### src/rtl/servo_pkg.sv
// -----------------------------------------------------------------------------
// servo_pkg
// Shared definitions for the servo pulse generator and any other block that
// reuses the slew limiter (e.g. the launcher path).
//   - servo_state_e : frame FSM states (IDLE / HIGH / LOW)
//   - DEF_*         : default frame constants for a 50 MHz clock, 50 Hz frame
//   - POS_W         : position code width
//   - WIDTH_W       : pulse-width arithmetic width
//   - pulse_width() : position code -> pulse width in clk cycles
// -----------------------------------------------------------------------------
package servo_pkg;

  localparam int unsigned POS_W   = 8;
  localparam int unsigned WIDTH_W = 17;

  localparam int unsigned DEF_PERIOD_CYCLES    = 1_000_000;
  localparam int unsigned DEF_MIN_PULSE_CYCLES = 50_000;
  localparam int unsigned DEF_STEP_CYCLES      = 196;

  typedef enum logic [1:0] {
    ST_IDLE = 2'd0,
    ST_HIGH = 2'd1,
    ST_LOW  = 2'd2
  } servo_state_e;

  // Width = min + pos * step, evaluated in WIDTH_W bits (255 * 196 + 50_000
  // still fits in 17 bits).
  function automatic logic [WIDTH_W-1:0] pulse_width(
    input logic [POS_W-1:0] pos,
    input int unsigned      min_cycles,
    input int unsigned      step_cycles
  );
    return WIDTH_W'(min_cycles) + (WIDTH_W'(pos) * WIDTH_W'(step_cycles));
  endfunction

endpackage

### src/rtl/servo_slew_limiter.sv
// -----------------------------------------------------------------------------
// servo_slew_limiter
// Combinational slew limiter: moves i_cur_pos toward i_target by at most
// SLEW_STEP codes. SLEW_STEP = 0 means unlimited (jump straight to target).
// The result never wraps: a step is only taken when the distance exceeds
// SLEW_STEP, so cur +/- SLEW_STEP stays inside 0..255.
// Ports:
//   i_cur_pos [POS_W] : position currently applied
//   i_target  [POS_W] : requested position
//   o_new_pos [POS_W] : position to apply next
// -----------------------------------------------------------------------------
module servo_slew_limiter
  import servo_pkg::*;
#(
  parameter int unsigned SLEW_STEP = 4
) (
  input  logic [POS_W-1:0] i_cur_pos,
  input  logic [POS_W-1:0] i_target,
  output logic [POS_W-1:0] o_new_pos
);

  localparam int unsigned DIFF_W = POS_W + 1;
  localparam logic [DIFF_W-1:0] STEP_D = DIFF_W'(SLEW_STEP);
  localparam logic [POS_W-1:0]  STEP_P = POS_W'(SLEW_STEP);
  localparam bit UNLIMITED = (SLEW_STEP == 0);

  logic [DIFF_W-1:0] w_diff;   // two's complement target - cur
  logic [DIFF_W-1:0] w_mag;    // |diff|, at most 255

  always_comb begin
    w_diff = {1'b0, i_target} - {1'b0, i_cur_pos};
    w_mag  = w_diff[DIFF_W-1] ? (~w_diff + DIFF_W'(1)) : w_diff;
    if (UNLIMITED || (w_mag <= STEP_D)) begin
      o_new_pos = i_target;
    end else if (w_diff[DIFF_W-1]) begin
      o_new_pos = i_cur_pos - STEP_P;
    end else begin
      o_new_pos = i_cur_pos + STEP_P;
    end
  end

endmodule

### src/rtl/servo_pwm_gen.sv
// -----------------------------------------------------------------------------
// servo_pwm_gen
// Frame-accurate servo pulse generator. Each frame is PERIOD_CYCLES long and
// begins with a pulse of width MIN_PULSE_CYCLES + cur_pos * STEP_CYCLES.
// cur_pos is slewed toward the latched target once per frame, at frame start,
// so a pulse is never truncated or stretched mid-frame.
// Ports:
//   clk         : system clock
//   reset       : asynchronous, active-low reset
//   enable      : drive enable; a frame in progress always completes
//   ready       : target qualifier; target is latched when enable & ready
//   target[8]   : requested position code
//   pulse       : PWM output (registered)
//   cur_pos[8]  : position applied to the current / most recent frame
//   at_target   : cur_pos == latched target (combinational)
//   frame_start : one-cycle strobe on the first cycle of each frame
//   dbg_state   : FSM state, exposed for checkers
// Handshake: target is taken on every rising clk edge where enable and ready
// are both 1; there is no back-pressure, ready is a pure qualifier.
// -----------------------------------------------------------------------------
module servo_pwm_gen
  import servo_pkg::*;
#(
  parameter int unsigned PERIOD_CYCLES    = DEF_PERIOD_CYCLES,
  parameter int unsigned MIN_PULSE_CYCLES = DEF_MIN_PULSE_CYCLES,
  parameter int unsigned STEP_CYCLES      = DEF_STEP_CYCLES,
  parameter int unsigned SLEW_STEP        = 4,
  parameter int unsigned INIT_POS         = 128
) (
  input  logic             clk,
  input  logic             reset,
  input  logic             enable,
  input  logic             ready,
  input  logic [POS_W-1:0] target,
  output logic             pulse,
  output logic [POS_W-1:0] cur_pos,
  output logic             at_target,
  output logic             frame_start,
  output servo_state_e     dbg_state
);

  localparam int unsigned CNT_W = (PERIOD_CYCLES > 1) ? $clog2(PERIOD_CYCLES) : 1;
  localparam int unsigned CMP_W = (CNT_W > WIDTH_W) ? CNT_W : WIDTH_W;
  localparam logic [CNT_W-1:0]   CNT_LAST   = CNT_W'(PERIOD_CYCLES - 1);
  localparam logic [POS_W-1:0]   INIT_P     = POS_W'(INIT_POS);
  localparam logic [WIDTH_W-1:0] INIT_WIDTH = pulse_width(INIT_P, MIN_PULSE_CYCLES, STEP_CYCLES);

  servo_state_e       r_state;
  logic [CNT_W-1:0]   r_cnt;
  logic [WIDTH_W-1:0] r_width;
  logic [POS_W-1:0]   r_cur_pos;
  logic [POS_W-1:0]   r_target;
  logic               r_pulse;
  logic               r_frame_start;

  logic [POS_W-1:0]   w_new_pos;
  logic [WIDTH_W-1:0] w_new_width;
  logic [CMP_W-1:0]   w_cnt_x;
  logic [CMP_W-1:0]   w_high_last;
  logic               w_high_done;
  logic               w_frame_last;
  logic               w_start;

  // Slew uses the target held before this edge, so a latch coinciding with
  // a frame start only affects the following frame.
  servo_slew_limiter #(
    .SLEW_STEP (SLEW_STEP)
  ) u_slew (
    .i_cur_pos (r_cur_pos),
    .i_target  (r_target),
    .o_new_pos (w_new_pos)
  );

  always_comb begin
    w_new_width  = pulse_width(w_new_pos, MIN_PULSE_CYCLES, STEP_CYCLES);
    // Counter and width are compared in a common width so neither side is
    // truncated whichever is wider.
    w_cnt_x      = CMP_W'(r_cnt);
    w_high_last  = CMP_W'(r_width) - CMP_W'(1);
    w_high_done  = (w_cnt_x == w_high_last);
    w_frame_last = (r_cnt == CNT_LAST);
    w_start      = enable &&
                   ((r_state == ST_IDLE) || ((r_state == ST_LOW) && w_frame_last));
  end

  always_ff @(posedge clk or negedge reset) begin
    if (!reset) begin
      r_state       <= ST_IDLE;
      r_cnt         <= '0;
      r_width       <= INIT_WIDTH;
      r_cur_pos     <= INIT_P;
      r_target      <= INIT_P;
      r_pulse       <= 1'b0;
      r_frame_start <= 1'b0;
    end else begin
      r_frame_start <= 1'b0;
      if (enable && ready) begin
        r_target <= target;
      end

      if (w_start) begin
        r_state       <= ST_HIGH;
        r_cnt         <= '0;
        r_pulse       <= 1'b1;
        r_frame_start <= 1'b1;
        r_cur_pos     <= w_new_pos;
        r_width       <= w_new_width;
      end else begin
        case (r_state)
          ST_HIGH: begin
            r_cnt <= r_cnt + CNT_W'(1);
            if (w_high_done) begin
              r_state <= ST_LOW;
              r_pulse <= 1'b0;
            end
          end
          ST_LOW: begin
            // Reaching here with w_frame_last means enable is low: park.
            if (w_frame_last) begin
              r_state <= ST_IDLE;
              r_cnt   <= '0;
            end else begin
              r_cnt <= r_cnt + CNT_W'(1);
            end
          end
          default: begin
            r_state <= ST_IDLE;
            r_pulse <= 1'b0;
          end
        endcase
      end
    end
  end

  assign pulse       = r_pulse;
  assign cur_pos     = r_cur_pos;
  assign frame_start = r_frame_start;
  assign at_target   = (r_cur_pos == r_target);
  assign dbg_state   = r_state;

endmodule

### config.mk
export PLATFORM = sky130hd
export DESIGN_NAME = servo_pwm_gen
export DESIGN_NICKNAME = d
export VERILOG_FILES = /design/src/rtl/servo_pkg.sv /design/src/rtl/servo_slew_limiter.sv /design/src/rtl/servo_pwm_gen.sv
export SDC_FILE = /design/constraint.sdc
export NUM_CORES = 1
export LEC_CHECK = 0
export ABC_AREA = 1
export CORE_AREA = 2 2 113 115
export CTS_CLUSTER_DIAMETER = 60
export DETAILED_ROUTE_END_ITERATION = 8
export DIE_AREA = 0 0 115 117
export MAX_ROUTING_LAYER = met4
export PLACE_DENSITY = 0.65
export SYNTH_ARGS = -nofsm -noshare
export SYNTH_HDL_FRONTEND = slang
export SYNTH_SLANG_ARGS = --single-unit
### constraint.sdc
create_clock -name clk -period 4.85 [get_ports clk]
set_input_delay 1.455 -clock clk [delete_from_list [all_inputs] [get_ports clk]]
set_output_delay 1.455 -clock clk [all_outputs]
set_load 0.05 [all_outputs]
==> results.json <==
{
  "cp_data_required_time_ns": 5.03,
  "wl_met1_mm": 5.98,
  "drc": 0,
  "n_fill_cell": 1148,
  "skew_ns": 0.00692,
  "post-synth-top-count-cell": "nand2_1",
  "cts_tree": "built",
  "netlist_instances": 655,
  "grt.total_usage": 0.199,
  "postRouteAntennaNets": 0,
  "gr-total-overflow": 0,
  "drt-total-wl_mm": 12.5,
  "cp_num_buf_inv": 8,
  "die_w_microns": 115,
  "multiInputGateArea_sq_mm": 0.00325,
  "first_iter_violations": 314,
  "dieArea_sq_mm": 0.0135,
  "min_path_type": "flip-flop to flip-flop",
  "finalSetupViolCount": 7,
  "die_height_microns": 117,
  "synth_area_leaders": "dfrtp_1 (24%), ha_1 (11%), nand2_1 (9.7%), inv_1 (7.8%), nand3_1 (6.4%)",
  "cpLargestDelayFamily": "adder cells",
  "async_flop_share": 1.00,
  "cp-startpoint": "cur_pos[0]",
  "avgRoutedWirePerCell_microns": 13.5,
  "syn_avg_cell_area_sq_um": 7.31,
  "place_hpwl_mm": 9.79,
  "fin_ws_ns": -0.411,
  "pre_cts_ws_ns": -0.429,
  "drt-vias-per-instance": 5.02,
  "clock-sinks": 53,
  "cp_common_cell": "nor2_1",
  "antenna_found_initial": 0,
  "grt_start_max_net_pins": 35,
  "start_util": 0.389,
  "regToRegStartpoint": "cur_pos[0]",
  "setup.worst_path.end_class": "flip-flop",
  "port_buffers": 24,
  "worstPathMaxFanout": 7,
  "rsz0062_at_grt": "true",
  "htree_levels": 2,
  "rrSetupSlack_ns": -0.41,
  "ys_types": 45,
  "regArea_sq_mm": 0.00134,
  "synth_commonest_cells": "nand2_1 (124), inv_1 (99), nor2_1 (62), nand3_1 (61), dfrtp_1 (45)",
  "max_slew_margin": 0.487,
  "firstDrtPassIters": 5,
  "diodes": 0,
  "worstRegToRegCells": 36,
  "synth_edf_count": 0,
  "max_freq_ghz": 0.190,
  "layout_min_cycle_time_ns": 5.26,
  "slowest_stage": "fa_1",
  "dp_cells": 902,
  "highest_layer": "met4",
  "violations": "negative setup slack",
  "maxCapViolCount": 0,
  "syn_to_final_growth_pct": 31.4,
  "synthFlopType": "dfrtp_1",
  "wl_met2_mm": 6.04,
  "clock_latency_ns": 0.29,
  "io_pins": 25,
  "synth-seq-area-share": 0.279,
  "syn_nets": 715,
  "cts_root_buf": "clkbuf_16",
  "worst_slew_pin_slew_ns": 0.769,
  "cts-hold-fix-buffers": 0,
  "hold_viol": 0,
  "cts_buffer_depth": 2,
  "crit_type": "flip-flop to flip-flop",
  "worstPathArrival_ns": 5.44,
  "fin_nets": 832,
  "power_uw": 3430,
  "synth_area_sq_mm": 0.00479,
  "ir_drop_uv": 454,
  "yosysTopAreaCellShare": 0.235,
  "cp-start-kind": "flip-flop",
  "min_path_cells": 2,
  "grt_pass1_wl_mm": 21.0,
  "rows": 41,
  "yosys_register_bits": 53,
  "power_density_mw_per_mm2": 544,
  "power.leakage_uw": 0.00317,
  "clkTransAtPathRegs_ns": 0.07,
  "routed-via-count": 4636,
  "yosys.area.top_type": "dfrtp_1",
  "cp_slowest_stage_delay_ns": 0.50,
  "drive_gt1_frac": 0.274,
  "route.met3.wl_microns": 349,
  "path_depth": 36,
  "fin_cells": 923,
  "status": "finished, violations left",
  "grt_pass1_vias": 4601,
  "cp-endpoint": "r_width[15]",
  "cts_buffers": 5,
  "yosys_warnings": 0,
  "core_sq_mm": 0.0123,
  "slew_viol_final": 0,
  "gp_congestion": 0.883,
  "setup-tns-final_ns": -1.78,
  "r2r-end": "r_width[15]",
  "period_share": 1.08,
  "hp-start": "r_width[13]"
}
## layout make-up
type / count / share of cell area
well taps: 150 / 0.0298
clock inverters: 2 / 0.00239
multi-input cells: 488 / 0.516
inverters: 103 / 0.0642
flip-flops and latches: 53 / 0.213
clock buffers: 6 / 0.0205
repair buffers: 121 / 0.154
## flip-flops by register name (all words and copies together), names as in the netlist
name / count
pulse: 1
r_target: 8
r_width: 13
r_cnt: 20
cur_pos: 8
dbg_state: 2
frame_start: 1
## cell families after synthesis
group / count (synthesis) / synth area share
simple gates: 317 / 0.314
buf+inv: 114 / 0.0956
compound gates: 79 / 0.0956
flops: 53 / 0.279
fa+ha+maj: 48 / 0.133
xor+xnor: 39 / 0.0713
mux: 5 / 0.0118
## report_power, final
group          switching (uW)  leakage [uW]  internal [uW]
combinational            1340       0.00251           1270
clock                     164     0.0000631            192
sequential               8.48      0.000596            452
## metal layers
layer / track usage / vias up
met5: - / -
met4: 0.0321 / 0
met3: 0.0257 / 17
met2: 0.338 / 92
met1: 0.259 / 2164
li1: - / 2363
## worst min-delay path, delay by kind of cell (launching register included)
family	cells	cell delay [ns]
DFF	1	0.37
and+or+nand+nor	2	0.11
## timing repair
action / 4_1_cts / 5_1_grt
setup buffers: 5 / 9
setup endpoints to repair: 7 / 8
resized for setup: 22 / 15
pin swaps: 25 / 17
## layout by cell type (no fill, tap or decap), drive strengths merged
cell type	instances
clkbuf	6
o221a	1
buf	98
o21bai	2
clkdlybuf4s50	23
a31oi	2
inv	103
nand4	12
o2111ai	1
ha	43
dfrtp	45
o211ai	2
a22oi	1
nor2	69
or2	2
mux2	5
nand3b	2
o22ai	2
xor2	33
xnor2	6
o21a	3
dfstp	8
clkinvlp	2
fa	5
nor3	13
nor4	4
nand2	148
nand3	67
o21ai	34
a221oi	1
o22a	1
o31a	1
a21oi	26
a21o	1
a211oi	1
## through the flow
step | hold WS [ns] | cell area [sq um] | utilization
2_1_floorplan | 0.446 | 4910 | -
3_3_place_gp | 0.463 | 5890 | 0.479
3_5_place_dp | 0.470 | 5890 | 0.479
4_1_cts | 0.482 | 6170 | 0.501
5_1_grt | 0.488 | 6290 | 0.511
6_report | 0.479 | 6290 | 0.511
## how the worst min path moves through the flow
stage,end,slack [ns]
2_1_floorplan,r_width[13],0.45
3_3_place_gp,r_width[13],0.46
3_5_place_dp,r_width[13],0.47
4_1_cts,r_width[13],0.48
5_1_grt,r_width[13],0.49
6_report,r_width[13],0.48
Power figures use the tool's default switching activity.
